==> src/rtl/nios_core_mem_checker_pkg.sv <==
// rtl/nios_core_mem_checker_pkg.sv - shared types, widths and LFSR helper for the memory checker
package nios_core_mem_checker_pkg;

    localparam int ADDR_W = 10;
    localparam int DATA_W = 32;
    localparam int CNT_W  = 11;

    localparam logic [DATA_W-1:0] LFSR_POLY    = 32'h8020_0003;
    localparam logic [DATA_W-1:0] DEFAULT_SEED = 32'hA5A5_0001;

    typedef enum logic [2:0] {
        ST_IDLE,
        ST_WRITE,
        ST_READ,
        ST_DRAIN,
        ST_DONE
    } state_t;

    // Galois step: shift right, fold the polynomial back in when a one falls out.
    function automatic logic [DATA_W-1:0] lfsr_next(input logic [DATA_W-1:0] v);
        return v[0] ? ((v >> 1) ^ LFSR_POLY) : (v >> 1);
    endfunction

endpackage

==> src/rtl/nios_core_lfsr32.sv <==
// rtl/nios_core_lfsr32.sv - 32-bit Galois LFSR pattern source with load and step
module nios_core_lfsr32
    import nios_core_mem_checker_pkg::*;
#(
    parameter logic [DATA_W-1:0] SEED = DEFAULT_SEED
) (
    input  logic              clk,
    input  logic              reset,
    input  logic              i_load,
    input  logic              i_step,
    output logic [DATA_W-1:0] o_value
);

    logic [DATA_W-1:0] r_value;

    always_ff @(posedge clk or posedge reset) begin
        if (reset) begin
            r_value <= '0;
        end else if (i_load) begin
            r_value <= SEED;
        end else if (i_step) begin
            r_value <= lfsr_next(r_value);
        end
    end

    assign o_value = r_value;

endmodule

==> config.mk <==
export PLATFORM = sky130hd
export DESIGN_NAME = nios_core_lfsr32
export DESIGN_NICKNAME = d
export VERILOG_FILES = /design/src/rtl/nios_core_mem_checker_pkg.sv /design/src/rtl/nios_core_lfsr32.sv
export SDC_FILE = /design/constraint.sdc
export NUM_CORES = 1
export LEC_CHECK = 0
export CAP_MARGIN = 20
export CORE_ASPECT_RATIO = 1.5
export CORE_UTILIZATION = 35
export CTS_CLUSTER_SIZE = 40
export DETAILED_ROUTE_END_ITERATION = 16
export PLACE_DENSITY = 0.73
export SYNTH_ARGS = -nofsm -noshare
export SYNTH_HDL_FRONTEND = slang
export SYNTH_SLANG_ARGS = --single-unit
==> constraint.sdc <==
create_clock -name clk -period 2 [get_ports clk]
set_input_delay 0.4 -clock clk [delete_from_list [all_inputs] [get_ports clk]]
set_output_delay 0.4 -clock clk [all_outputs]
set_load 0.01 [all_outputs]
* Yosys cells after proc, flatten, opt, wreduce, memory -nomap -nowiden
Index checks and enable logic that the tools add are counted.
Word-level totals: output and inout port bits 32, input port bits 4, register bits after elaboration 32
Operators by class: reduce and logical (&&, ||, !) cells 1, bitwise operators 1, multiplexer cells 3
Operators by type and width (count):
- 32-bit two-way mux | 3
- 3-bit NOT with 4-bit output | 1
- 2-bit nonzero test | 1

* Logic depth before layout (Yosys ltp)
Gate-level depths: netlist of run 1.
depth after elaboration 4, depth in mapped cells 4, mapped depth without buffers 2

* Least setup slack after synthesis of run 1
No wires, ideal clock.
path type input to register, start point input i_step, end point register r_value[31], in the netlist o_value[31], setup slack 967 ps, arrival 910 ps, stages 4, setup time 123 ps, buffers on the path 2, path through buf_6 -> buf_6 -> mux2i_1 -> nand2_1
On the way: longest elaborated chain between the ends 1
Ends and longest elaborated chain:
- start: declaration | line nios_core_lfsr32.sv:10 | input logic i_step,
- 2-bit nonzero test (no source line)
- end signal: assignment | line nios_core_lfsr32.sv:22 | r_value <= lfsr_next(r_value);
- end: declaration | line nios_core_lfsr32.sv:14 | logic [DATA_W-1:0] r_value;
Every way passes these cells. A chain may end at the register's enable or synchronous reset.

* Final worst setup path of run 1
start point register r_value[0], in the netlist o_value[0], end point output o_value[0]
RTL lines:
- end: declaration | line nios_core_lfsr32.sv:11 | output logic [DATA_W-1:0] o_value
No word-level cell between the ends.

==> out/results.tsv, run 1 <==
metric	value	unit
total number of vias	902	
largest buffer count on any clock path	2	
max-cap check violation count	0	
GPL Wtd Cong	0.702	
met1 GRT Util	0.183	
setup bufs post-CTS	0	
critical-path cell list	clkdlybuf4s50_1	
Synth Instances	108	
CP endpoint kind	output port	
Starting Density	0.368	
DP Wirelength	1780	um
met3 Track Usage GR	0.0620	
CP max FO	6	
root buffer cell	clkbuf_8	
design area	1820	um^2
Placed Area	1720	um^2
Tot Pwr	0.00141	W
setup slack, reg-to-reg	1.06	ns
crit-path max cell delay	0.58	ns
initial DRC count	9	
met2 Usage GRT	0.227	
vias per cell	4.75	
initial antenna violation count	0	
Rows	27	
slowest CP cell	clkdlybuf4s50_1	
fraction of the yosys area taken by sequential cells	0.591	
Clock Pin Slew Worst Setup and Hold Paths	0.06	ns
Worst path top cell family by delay	buffers and inverters	
CTS H-Tree Depth	2	
drt pass-1 iters	2	
worst hold path class	in2reg	
Register Area	801	um^2
# setup viols final	0	
share of post-route cells with drive strength above 1	0.102	
first-pass GRT wire length	4500	um
DP Worst Slack	0.526	ns
Final #Nets	151	
port bufs	35	
Final min period	1.72	ns
Unique masters post-synth	17	
fmax	0.583	GHz
power density cells	775	nW/um^2
Final Slew Violations	0	
Final Hold Viols	0	
PostCTS Resize Cnt	0	
vias in the first global route	924	
core area	3680	um^2
period utilization	0.858	
Detail Route Antenna Nets	0	
Ports	36	
area of the multi-input gates	469	um^2
fill count	343	
CTS sink count	32	
Total Routed Length	2610	um
width of the die	52.8	um
global route overflow	0	
setup tns final	0	ns
critical path data required time	1.60	ns
outcome	finished clean	
CTS tree	yes	
Worst VDD drop	0.763	mV
Clock Latency Late Sink	0.28	ns
Worst Setup Start Kind	register	
gr usage total	0.150	
unrepaired setup endpoints after global routing	false	
busiest grt layer	met2	
Mapped Avg Cell Area	12.5	um^2
Worst slew margin	0.738	
Worst Setup Path Type	reg2out	
post-synthesis cell area	1360	um^2
number of synthesis warnings	0	
flops & latches, synth	32	
Buf/Inv on CP	1	
DRC Markers	0	
Die Y	78.2	um
LEAKAGE	0.850	nW
CTS Buf Count	5	
Syn Nets	112	
Post-CTS Hold Buffers	0	
synthesis-to-finish area growth	34.0	%
clock skew	0.00318	ns
die area	4130	um^2
diodes inserted	0	
Slew @ Worst Pin	0.392	ns
pin count of the biggest net entering global routing	33	
WL/cell	13.8	um
CP arrival	1.32	ns
max reg flops	32	
final worst slack	0.284	ns
[final cells by class]
class,instances,area share
multi-input combinational,67,0.258
timing repair buffer,39,0.214
tap,43,0.0296
inverter,2,0.00414
clock buffer,7,0.0531
sequential,32,0.441
[power by group]
group	total, W	leakage, nW	internal (W)	switching, W
logic	0.000180	0.400	0.0000953	0.0000852
registers	0.000704	0.400	0.000677	0.0000270
clock network	0.000523	0.0503	0.000306	0.000217
total	0.00141	0.850	0.00108	0.000329
[synth_stat cells (all sizes together)]
master | instances | share of area
nand2 | 7 | 0.019
buf | 7 | 0.057
and3 | 1 | 0.0055
a211oi | 1 | 0.0092
a21oi | 1 | 0.0037
dfrtp | 32 | 0.59
xnor2 | 2 | 0.013
o21ai | 1 | 0.0037
inv | 1 | 0.0028
nor3 | 1 | 0.0037
clkinv | 1 | 0.0028
nor2 | 23 | 0.069
a31oi | 1 | 0.0046
mux2i | 29 | 0.21
[worst paths after layout]
| kind | depth (start not counted) | start | end |
|---|---|---|---|
| setup / recovery | 1 | o_value[0] | o_value[0] |
| hold / removal | 3 | i_step | o_value[1] |
| setup reg to reg | 2 | o_value[0] | o_value[1] |
| hold reg to reg | 2 | o_value[25] | o_value[24] |
| max in group asynchronous | 3 | reset | o_value[16] |
| min in group asynchronous | 3 | reset | o_value[6] |
[through the flow]
step,std cells,hold slack [ns],utilization
finish,190,0.491,0.493
global route,190,0.503,0.493
CTS,190,0.484,0.493
detailed placement,183,0.523,0.467
global placement,183,0.519,0.467
floorplan,108,0.516,-
[per-layer routing]
layer  part of all wire  up-vias  routed length (um)
met3              0.059        6                 154
met2               0.50       26                1300
met4              0.021        0                  56
met1               0.42      433                1110
met5                  0        -                   0
li1                   -      437                   -
[placed cells by master, fill, tap and decap left out, types with 2 or more instances in the layout]
master,netlist,layout
xnor2_1,2,2
clkdlybuf4s50_1,0,34
buf_4,0,3
mux2i_1,29,29
clkbuf_8,0,7
nand2_1,7,7
dfrtp_1,32,32
nor2_1,22,22
[cells by family after synthesis]
| kind of cell | count (synthesis) | share of synthesized area |
|---|---|---|
| AND/OR/NAND/NOR | 32 | 0.0979 |
| flip-flops | 32 | 0.591 |
| AO/OA/AOI/OAI | 4 | 0.0212 |
| buffers and inverters | 9 | 0.0628 |
| multiplexers | 29 | 0.214 |
| XOR/XNOR | 2 | 0.0129 |
Power figures use the tool's default switching activity.
==> run 2: changes to the inputs <==
- CAP_MARGIN: 20 -> default
==> results of run 2 <==
Final layout, timing and power as in run 1 (identical DEF).
==> run 3: changes to the inputs <==
- CORE_ASPECT_RATIO: 1.5 -> 1.4
- SLEW_MARGIN: default -> 20
==> out/results.tsv, run 3 (synthesized netlist as in run 1, its figures left out) <==
metric	value	unit
outcome	finished clean	
first-pass GRT wire length	4460	um
max reg flops	32	
period utilization	0.865	
setup slack, reg-to-reg	1.09	ns
LEAKAGE	0.851	nW
reg2reg end	o_value[1]	
Worst Setup Start Kind	register	
worst hold path class	in2async	
DRC Markers	0	
commonest non-fill, non-tap cell in the layout	clkdlybuf4s50_1	
CP arrival	1.33	ns
port bufs	35	
fmax	0.578	GHz
global route overflow	0	
vias in the first global route	950	
Ports	36	
Total Routed Length	2660	um
Tot Pwr	0.00140	W
CP max FO	6	
drt pass-1 iters	2	
die area	4130	um^2
WL/cell	14.0	um
Worst Setup Path Type	reg2out	
share of post-route cells with drive strength above 1	0.108	
CTS H-Tree Depth	2	
synthesis-to-finish area growth	33.6	%
Worst Reg-to-Reg Cells	2	
# setup viols final	0	
Final #Nets	151	
Final Slew Violations	0	
Slew @ Worst Pin	0.408	ns
critical-path cell list	clkdlybuf4s50_1	
core area	3680	um^2
Clock Latency Late Sink	0.28	ns
gr usage total	0.153	
power density cells	771	nW/um^2
Hold Slack	0.497	ns
largest buffer count on any clock path	2	
worst reg2reg startpoint	o_value[0]	
max-cap check violation count	0	
Rows	26	
GPL Wtd Cong	0.787	
Worst VDD drop	0.609	mV
Placed Area	1720	um^2
initial antenna violation count	0	
crit-path max cell delay	0.58	ns
unrepaired setup endpoints after global routing	false	
Post-CTS Hold Buffers	0	
CTS Buf Count	5	
vias per cell	4.75	
Final Hold Viols	0	
Buf/Inv on CP	1	
CP endpoint kind	output port	
design area	1810	um^2
most frequent cells in the layout	34 x clkdlybuf4s50_1, 32 x dfrtp_1, 29 x mux2i_1, 22 x nor2_1, 7 x nand2_1	
Clock Pin Slew Worst Setup and Hold Paths	0.07	ns
root buffer cell	clkbuf_8	
setup bufs post-CTS	0	
PostCTS Resize Cnt	0	
CTS tree	yes	
Worst slew margin	0.728	
total number of vias	903	
width of the die	54.6	um
Detail Route Antenna Nets	0	
final worst slack	0.271	ns
critical path data required time	1.60	ns
clock skew	0.00472	ns
Final min period	1.73	ns
diodes inserted	0	
initial DRC count	12	
Worst path top cell family by delay	buffers and inverters	
pin count of the biggest net entering global routing	33	
setup tns final	0	ns
CTS sink count	32	
Starting Density	0.369	
DP Worst Slack	0.383	ns
DP Wirelength	1900	um
Die Y	75.6	um
slowest CP cell	clkdlybuf4s50_1	
## run 3: cell count changes in the layout (fill, tap and decap cells not counted)
cell | previous run | this run
clkbuf_8 | 7 | 6
clkinv_2 | 0 | 2
## run 3: worst register-to-register path: stages, from the launching register on
cell and delay (ns):
dfrtp_1 0.46, xnor2_1 0.17, a211oi_2 0.21
## run 3: cell type report
class / count / area, um^2
fillers: 331 / 1870
repair buffers: 39 / 388
well taps: 42 / 52.6
multi-input cells: 67 / 469
inverters: 2 / 7.51
clock inverters: 2 / 10.0
flip-flops and latches: 32 / 801
clock buffers: 6 / 82.6
## run 3: how the worst max path moves through the flow
stage                     startpoint           to  slack [ns]  depth (start not counted)
after floorplan                reset   o_value[0]        0.91                          1
after global placement        i_load  o_value[21]        0.44                          3
after detailed placement      i_load  o_value[21]        0.38                          3
after CTS                 o_value[0]   o_value[0]        0.25                          1
after global routing      o_value[0]   o_value[0]        0.22                          1
final                     o_value[0]   o_value[0]        0.27                          1
## run 3: through the flow
step | std cells | utilization
2_1_floorplan | 108 | -
3_3_place_gp | 182 | 0.467
3_5_place_dp | 182 | 0.467
4_1_cts | 190 | 0.493
5_1_grt | 190 | 0.493
6_report | 190 | 0.493
## run 3: power breakdown
part / switching, W / internal, W
Sequential: 0.0000281 / 0.000677
Clock: 0.000236 / 0.000274
Combinational: 0.0000854 / 0.0000952
Total: 0.000350 / 0.00105
## run 3: metal layers
layer  global-route usage  up-vias  part of all wire
met3               0.0539        4             0.057
met2                0.234       25              0.49
li1                     -      433                 -
met5                    0        -                 0
met4               0.0684        0             0.017
met1                0.193      441              0.44
